`config.mk`:
```
export PLATFORM = sky130hd
export DESIGN_NAME = hub75_fb_stream_writer
export DESIGN_NICKNAME = d
export VERILOG_FILES = /design/src/rtl/hub75_fb_pkg.sv /design/src/rtl/hub75_fb_raster_cnt.sv /design/src/rtl/hub75_fb_stream_writer.sv
export SDC_FILE = /design/constraint.sdc
export NUM_CORES = 1
export LEC_CHECK = 0
export BUFFER_PORTS_ARGS = -buffer_cell sky130_fd_sc_hd__buf_2
export CAP_MARGIN = 25
export CORE_UTILIZATION = 24
export DETAILED_ROUTE_END_ITERATION = 12
export SLEW_MARGIN = 20
export SYNTH_ARGS = -nofsm -noshare
export SYNTH_HDL_FRONTEND = slang
export SYNTH_HIERARCHICAL = 1
export SYNTH_SLANG_ARGS = --single-unit
```
`constraint.sdc`:
```
create_clock -name clk -period 5.92 [get_ports clk]
set_clock_uncertainty 0.2 [all_clocks]
set_input_delay 0.296 -clock clk [delete_from_list [all_inputs] [get_ports clk]]
set_output_delay 0.296 -clock clk [all_outputs]
set_load 0.02 [all_outputs]
```
`src/rtl/hub75_fb_pkg.sv`:
```
// Shared types and helpers for the HUB75 framebuffer write-side sequencer.
// Holds the FSM state encoding and the counter terminal-value compare.
package hub75_fb_pkg;

   typedef enum logic [2:0] {
      FILL       = 3'd0,
      WAIT_RDY   = 3'd1,
      SWAP       = 3'd2,
      STORE      = 3'd3,
      GUARD      = 3'd4,
      FRAME_WAIT = 3'd5,
      FRAME_SWAP = 3'd6
   } fb_state_t;

   // Exact terminal compare, so counts that are not powers of two wrap correctly.
   function automatic logic at_last(input int value, input int count);
      return value == (count - 1);
   endfunction

   // Address width that never collapses to zero bits for a single-entry dimension.
   function automatic int clog2_min1(input int n);
      return (n > 1) ? $clog2(n) : 1;
   endfunction

endpackage

```
`src/rtl/hub75_fb_raster_cnt.sv`:
```
// Raster position counters (col fastest, then row, then bank) for the write side.
// A clear combined with inc_col restarts at column 1 of line 0 for a restarting pixel.
module hub75_fb_raster_cnt
   import hub75_fb_pkg::*;
#(
   parameter int N_BANKS     = 2,
   parameter int N_ROWS      = 32,
   parameter int N_COLS      = 64,
   parameter int LOG_N_BANKS = clog2_min1(N_BANKS),
   parameter int LOG_N_ROWS  = clog2_min1(N_ROWS),
   parameter int LOG_N_COLS  = clog2_min1(N_COLS)
) (
   input  logic                   clk,
   input  logic                   rst,
   input  logic                   clear,
   input  logic                   inc_col,
   input  logic                   inc_line,
   output logic [LOG_N_COLS-1:0]  col,
   output logic [LOG_N_ROWS-1:0]  row,
   output logic [LOG_N_BANKS-1:0] bank,
   output logic                   at_origin,
   output logic                   last_col,
   output logic                   last_line
);

   logic last_row;
   logic last_bank;

   assign last_col  = at_last(int'(col), N_COLS);
   assign last_row  = at_last(int'(row), N_ROWS);
   assign last_bank = at_last(int'(bank), N_BANKS);
   assign last_line = last_row & last_bank;
   assign at_origin = (col == '0) && (row == '0) && (bank == '0);

   always_ff @(posedge clk or posedge rst) begin
      if (rst) begin
         col  <= '0;
         row  <= '0;
         bank <= '0;
      end else if (clear) begin
         row  <= '0;
         bank <= '0;
         col  <= (inc_col && (N_COLS > 1)) ? LOG_N_COLS'(1) : '0;
      end else begin
         if (inc_col) begin
            col <= last_col ? '0 : col + 1'b1;
         end
         if (inc_line) begin
            if (last_row) begin
               row  <= '0;
               bank <= last_bank ? '0 : bank + 1'b1;
            end else begin
               row <= row + 1'b1;
            end
         end
      end
   end

endmodule

```
`src/rtl/hub75_fb_stream_writer.sv`:
```
// Write-side initiator: takes a raster pixel stream and drives column writes,
// line-buffer swap/store per row and a frame flip once per completed frame.
module hub75_fb_stream_writer
   import hub75_fb_pkg::*;
#(
   parameter int N_BANKS     = 2,
   parameter int N_ROWS      = 32,
   parameter int N_COLS      = 64,
   parameter int BITDEPTH    = 24,
   parameter int LOG_N_BANKS = clog2_min1(N_BANKS),
   parameter int LOG_N_ROWS  = clog2_min1(N_ROWS),
   parameter int LOG_N_COLS  = clog2_min1(N_COLS)
) (
   input  logic                   clk,
   input  logic                   rst,
   input  logic [BITDEPTH-1:0]    in_data,
   input  logic                   in_sof,
   input  logic                   in_valid,
   output logic                   in_ready,
   input  logic                   cfg_swap_en,
   output logic [LOG_N_BANKS-1:0] wr_bank_addr,
   output logic [LOG_N_ROWS-1:0]  wr_row_addr,
   output logic                   wr_row_store,
   input  logic                   wr_row_rdy,
   output logic                   wr_row_swap,
   output logic [BITDEPTH-1:0]    wr_data,
   output logic [LOG_N_COLS-1:0]  wr_col_addr,
   output logic                   wr_en,
   output logic                   frame_swap,
   output logic                   frame_done,
   output logic                   err_sof,
   output logic [2:0]             dbg_state
);

   // Handshake: a pixel transfers on a rising clk edge where in_valid & in_ready.
   // in_ready depends on FSM state only, so the source may hold in_valid and
   // in_data stable indefinitely without the sink ever dropping the word.

   fb_state_t state;
   fb_state_t state_next;

   logic [LOG_N_COLS-1:0]  col;
   logic [LOG_N_ROWS-1:0]  row;
   logic [LOG_N_BANKS-1:0] bank;
   logic                   at_origin;
   logic                   last_col;
   logic                   last_line;

   logic accept;
   logic sof_err;
   logic cnt_clear;
   logic cnt_inc_col;
   logic cnt_inc_line;

   assign in_ready  = (state == FILL);
   assign accept    = in_valid & in_ready;
   assign sof_err   = accept & in_sof & ~at_origin;
   assign dbg_state = state;

   // Counters only move at the end of STORE, so the address is steady through SWAP and STORE.
   assign wr_bank_addr = bank;
   assign wr_row_addr  = row;

   hub75_fb_raster_cnt #(
      .N_BANKS     (N_BANKS),
      .N_ROWS      (N_ROWS),
      .N_COLS      (N_COLS),
      .LOG_N_BANKS (LOG_N_BANKS),
      .LOG_N_ROWS  (LOG_N_ROWS),
      .LOG_N_COLS  (LOG_N_COLS)
   ) u_cnt (
      .clk       (clk),
      .rst       (rst),
      .clear     (cnt_clear),
      .inc_col   (cnt_inc_col),
      .inc_line  (cnt_inc_line),
      .col       (col),
      .row       (row),
      .bank      (bank),
      .at_origin (at_origin),
      .last_col  (last_col),
      .last_line (last_line)
   );

   always_ff @(posedge clk or posedge rst) begin
      if (rst) begin
         state <= FILL;
      end else begin
         state <= state_next;
      end
   end

   always_comb begin
      state_next   = state;
      cnt_clear    = 1'b0;
      cnt_inc_col  = 1'b0;
      cnt_inc_line = 1'b0;
      case (state)
         FILL: begin
            if (accept) begin
               cnt_inc_col = 1'b1;
               // A stray start-of-frame abandons the partial line and restarts at col 0.
               if (sof_err) begin
                  cnt_clear = 1'b1;
                  if (N_COLS == 1) begin
                     state_next = WAIT_RDY;
                  end
               end else if (last_col) begin
                  state_next = WAIT_RDY;
               end
            end
         end
         WAIT_RDY: begin
            if (wr_row_rdy) begin
               state_next = SWAP;
            end
         end
         SWAP: begin
            state_next = STORE;
         end
         STORE: begin
            if (last_line) begin
               state_next = GUARD;
            end else begin
               cnt_inc_line = 1'b1;
               state_next   = FILL;
            end
         end
         GUARD: begin
            state_next = FRAME_WAIT;
         end
         FRAME_WAIT: begin
            if (wr_row_rdy) begin
               state_next = FRAME_SWAP;
            end
         end
         FRAME_SWAP: begin
            cnt_clear  = 1'b1;
            state_next = FILL;
         end
         default: begin
            state_next = FILL;
         end
      endcase
   end

   // Pulses are registered from the next state so they line up with the state they belong to.
   always_ff @(posedge clk or posedge rst) begin
      if (rst) begin
         wr_en        <= 1'b0;
         wr_col_addr  <= '0;
         wr_data      <= '0;
         err_sof      <= 1'b0;
         wr_row_swap  <= 1'b0;
         wr_row_store <= 1'b0;
         frame_done   <= 1'b0;
         frame_swap   <= 1'b0;
      end else begin
         wr_en        <= accept;
         err_sof      <= sof_err;
         wr_row_swap  <= (state_next == SWAP);
         wr_row_store <= (state_next == STORE);
         frame_done   <= (state_next == FRAME_SWAP);
         frame_swap   <= (state_next == FRAME_SWAP) & cfg_swap_en;
         if (accept) begin
            wr_col_addr <= sof_err ? '0 : col;
            wr_data     <= in_data;
         end
      end
   end

endmodule

```
Word level (Yosys, flattened, before mapping)
Index checks and enable logic that the tools add are counted.

word-level totals
  logic and storage cells = 68
  output and inout port bits = 46
  bits in registers = 51
  input port bits = 30

operators by class
  reduce and logical (&&, ||, !) cells = 9
  multiplexer cells = 26
  bitwise logic cells = 7
  eq/ne operators = 11
  $add $sub $neg = 3

operators by type and width
  operator             count
  $mux 6               4
  $mux 3               6
  $pmux 3 s6           1
  $mux 5               3
  $eq 3x2->1 const B   4
  $eq 3x3->1 const B   4
  $mux 1               11
  $add 6x1->6 const B  1
  $eq 6x1->1 const B   1
  $logic_not 6->1      1
  $reduce_bool 2->1    3
  $add 5x1->5 const B  1
  $and 1x1->1          5
  $eq 5x1->1 const B   1
  $logic_not 5->1      1
  $eq 3x1->1 const B   1
  $logic_not 3->1      1
  $logic_and 1x1->1    2
  $not 1->1            2
  $pmux 1 s2           1
  $reduce_and 2->1     1
  $add 1x1->1 const B  1

Logic depth before layout (Yosys ltp)
  depth in word-level cells = 10
  mapped depth = 10
  gate-level depth less buffers = 9

Hierarchy
The synthesis kept the hierarchy.

by module, submodules not included
  module                  area an instance (um2)  cells an instance  sequential area each (um2)  instances
  hub75_fb_stream_writer  1,542.7                 164                975.9                       1
  hub75_fb_raster_cnt     685.7                   73                 300.3                       1

Worst setup path after synthesis
No wires, ideal clock.

  path kind = reg-to-reg
  start point = register u_cnt.row[0]
  end point = register u_cnt.row[3]
  period minus slack after synthesis = 2,693 ps
  slack = 3,227 ps
  buffers on the path = 0
  cell stages (with the launch flop) = 9
  library setup time = 78 ps
  arrival time = 2,415 ps
  cells stage by stage = dfrtp_1 -> ha_1 -> and3_1 -> ha_1 -> and2_1 -> nor3_1 -> inv_2 -> or4_1 -> a21oi_1

between the ends
  elaborated cells between the ends (all ways) = 17
  those cells by class = add/sub: 1; eq/ne: 1; mux: 8; bitwise: 3; reduce/logical: 4

RTL lines
  what                                RTL line                       RTL
  start, declared                     hub75_fb_raster_cnt.sv:19      output logic [LOG_N_ROWS-1:0] row,
  start signal, assigned              hub75_fb_raster_cnt.sv:53      row <= row + 1'b1;
  $eq 5x1->1                          hub75_fb_pkg.sv:17             return value == (count - 1);
  $and 1x1->1                         hub75_fb_raster_cnt.sv:32      assign last_line = last_row & last_bank;
  net last_line                       hub75_fb_stream_writer.sv:47   logic last_line;
  $mux 1                              hub75_fb_stream_writer.sv:122  if (last_line) begin
  $mux 1                              hub75_fb_stream_writer.sv:98   case (state)
  net cnt_inc_line                    hub75_fb_stream_writer.sv:53   logic cnt_inc_line;
  $reduce_bool 2->1 (no source line)  n/a

The timed path passes the listed nets, and every way through them passes these cells. The select of a mux whose other input is x is not followed.
A chain may end at the register's enable or synchronous reset.

Worst setup path after layout
Ends and elaborated chain as after synthesis.

==> impl_summary.md <==
Yosys
Counting every instance in the synthesized netlist gives 237. By count the netlist is led by nand2_1 (94), dfrtp_1 (51), nand3_1 (11). The synthesized netlist contains 36 unique library cells. Synthesis inferred 51 register bits. By area the synthesized netlist is led by dfrtp_1 (57%), nand2_1 (16%), ha_1 (2.8%). The most used flip-flop cell after synthesis is dfrtp_1.

By instance count, the leading cell after synthesis is nand2_1. In this run the mean area of a mapped cell was 9.402 sq um. The share of synthesized registers carrying an async set or reset is 100.0%. The top cell type's share of synthesized area is 57.27%.

The net count after synthesis is 272. The fraction of the yosys area taken by sequential cells is 57.27%. In this run, synthesis inferred 0 flip-flops with an integrated enable. In this run the cell area of the synthesized design comes to 2228 sq um. The post-synthesis cell type with the largest combined area is dfrtp_1.

Yosys printed 6 warnings.

Routing
The number of violations reported at the end of detailed-routing iteration 0 is 147. The wire length reported by the detailed router is 5214 um. The final routed wire length divided by cell count is 11.77 um. In the routed design, unresolved DRC markers number 10. The detailed-route via count is 1881. The detail route stage leaves a number of antenna-violating nets equal to 0.

After detailed routing, the number of vias per cell comes to 4.246. The first-pass iteration count of the detailed router is 8.

Clock network
The buffer depth of the longest clock path is 2. The clock-pin slew on the worst setup and hold paths is 0.09 ns. The clock latency on the worst-skew pair is 0.30 ns. The tree is rooted in a clkbuf_8. The total number of clock tree sinks is 51. TritonCTS built the clock tree.

Once the clock tree was built, the setup fixing pass inserted 0 buffers. The clock tree synthesis step divided the H-tree into 2 levels. The number of buffers inserted during clock tree synthesis is 5.

Final layout
Of the cells placed in the final design, the portion with a size suffix greater than 1 is 26.87%. The layout overhead on the synthesized area is 35.26%. In the final design database the tool counted 369 nets. The antenna diode count is 0. The core occupancy in the finished layout is 34.06%.

Setup path
The required time at the endpoint of the critical path is 5.95 ns. The type of element capturing the critical path is a register. The classification of the worst setup path is register to register. The maximum fanout along the worst path is 8.

The sort of element at the start of the critical path is a register. Data arrives at the worst endpoint at 2.95 ns.

Global routing
The total global-route track usage is 11.32%. The final global-route overflow total is 0. The first-pass GRT wire length is 8749 um. The number of global-route vias before repair was 1792. The number of antenna violations at the first check in global routing is 0. Entering global routing, the biggest net connects 40 pins.

Timing
The ratio of final minimum period to clock period is 49.32%. Setup repair after global routing left no endpoint under its margin. The sum of negative setup slack is 0 ns. Setup violations remaining at the end of the flow were counted as 0. The worst-margin pin slew is 0.7235 ns. The max-slew violation total from the final report is 0. Final hold analysis gives a worst-case slack of 0.05443 ns. The hold violation total from the final report is 0.

The headroom to the max-slew limit is 51.40%. Timing would allow up to 342.5 MHz. The post-layout minimum cycle time is 2.920 ns.

Run status
The final reports fail on design-rule violations. The flow ran to the end, but the final reports show violations.

Die
The total area inside the core boundary comes to 8848 sq um. The die covers 9675 sq um. The height of the die is 98.36 um. The initial core utilization is 25.18%.

The die extent in x is 98.36 um. The number of rows in the core area is 34. During I/O placement, the number of pins put on the boundary was 76.

Worst hold path
In this run the worst hold path is classified as input port to register.

Place
The post-detailed-placement half-perimeter wirelength is 3571 um. The number of port buffers is 75. Routability-driven placement finished with a final weighted congestion of 0.8072.

Power
The power per cell area is 444.1 nW/um^2. The worst-case vdd ir drop is 0.0001272 V. The leakage power is 1.622 nW.

Flow run
Max-cap violations in this run came to 0.
-- cell type report --
class	count	area (sq um)
well taps	108	135.1
inverters	9	38.79
clock inverters	3	23.77
repair buffers	103	650.6
flip-flops and latches	51	1276
multi-input cells	164	820.8
clock buffers	5	68.82
fillers	898	5834
-- final timing paths --
check                             startpoint      endpoint  slack (ns)  cells past startpoint
min in group asynchronous                rst  u_cnt/row[2]        0.36                      3
max in group asynchronous                rst   wr_data[17]        4.71                      4
worst max register to register  u_cnt/row[0]  u_cnt/row[3]        3.00                      8
worst max-delay path            u_cnt/row[0]  u_cnt/row[3]        3.00                      8
worst min register to register   wr_data[14]   wr_data[14]        0.28                      2
worst min-delay path                in_valid  dbg_state[0]        0.05                      3
-- power breakdown --
part           leakage, nW  internal [W]  switching (W)
Combinational        0.921      0.000196       0.000367
Sequential           0.660      0.000474      0.0000982
Clock               0.0408     0.0000847       0.000119
Total                 1.62      0.000754       0.000584
-- registers in the layout, indices dropped and copies added, names as in the netlist, 3 cells and up --
signal / flops
u_cnt/row: 5
wr_col_addr: 6
wr_data: 24
u_cnt/col: 6
dbg_state: 3
-- kinds of logic after synthesis --
logic type,share of synthesized area [%]
AND/OR/NAND/NOR,26.62
flip-flops,57.27
buffers and inverters,5.895
AO/OA/AOI/OAI,4.492
adder cells (fa/ha/maj),2.807
XOR/XNOR,1.572
multiplexers,1.348
-- per-layer routing --
| metal | GRT usage, % | vias up | share of wire [%] |
|---|---|---|---|
| li1 | - | 958 | - |
| met1 | 14.60 | 858 | 45 |
| met2 | 18.91 | 61 | 48 |
| met3 | 3.006 | 4 | 6.5 |
| met4 | 2.755 | 0 | 0.42 |
| met5 | 0 | - | 0 |
-- cells in the final DEF (no fill, tap or decap), types with 5 or more instances in the layout --
cell type	Yosys	layout
a21oi_1	7	7
buf_2	5	75
clkbuf_8	0	5
dfrtp_1	51	51
dlygate4sd3_1	0	26
ha_1	5	5
inv_1	7	7
nand2_1	94	94
nand3_1	11	11
nor2_1	10	10
-- repair_timing --
| action | 4_1_cts | 5_1_grt |
|---|---|---|
| hold endpoints to repair | 76 | 0 |
| hold buffers | 26 | 0 |
| resized for setup | 0 | 0 |
-- stage by stage --
stage / cells / setup slack [ns] / instance area, sq um / power, W
2_1_floorplan: 237 / 3.227 / 2228 / 0.0009614
3_3_place_gp: 408 / 2.796 / 2654 / 0.001120
3_5_place_dp: 408 / 2.663 / 2654 / 0.001133
4_1_cts: 442 / 2.675 / 3007 / 0.001355
5_1_grt: 443 / 2.788 / 3014 / 0.001447
6_report: 443 / 3.000 / 3014 / 0.001339
-- worst max-delay path, cell delays in order (launching register included) --
cell	delay, ns
dfrtp_1	0.45
ha_1	0.25
and3_1	0.18
ha_1	0.25
and2_1	0.18
nor3_1	0.60
inv_2	0.11
or4_1	0.48
a21oi_1	0.13
No activity file was read; power rests on OpenSTA's default activity.
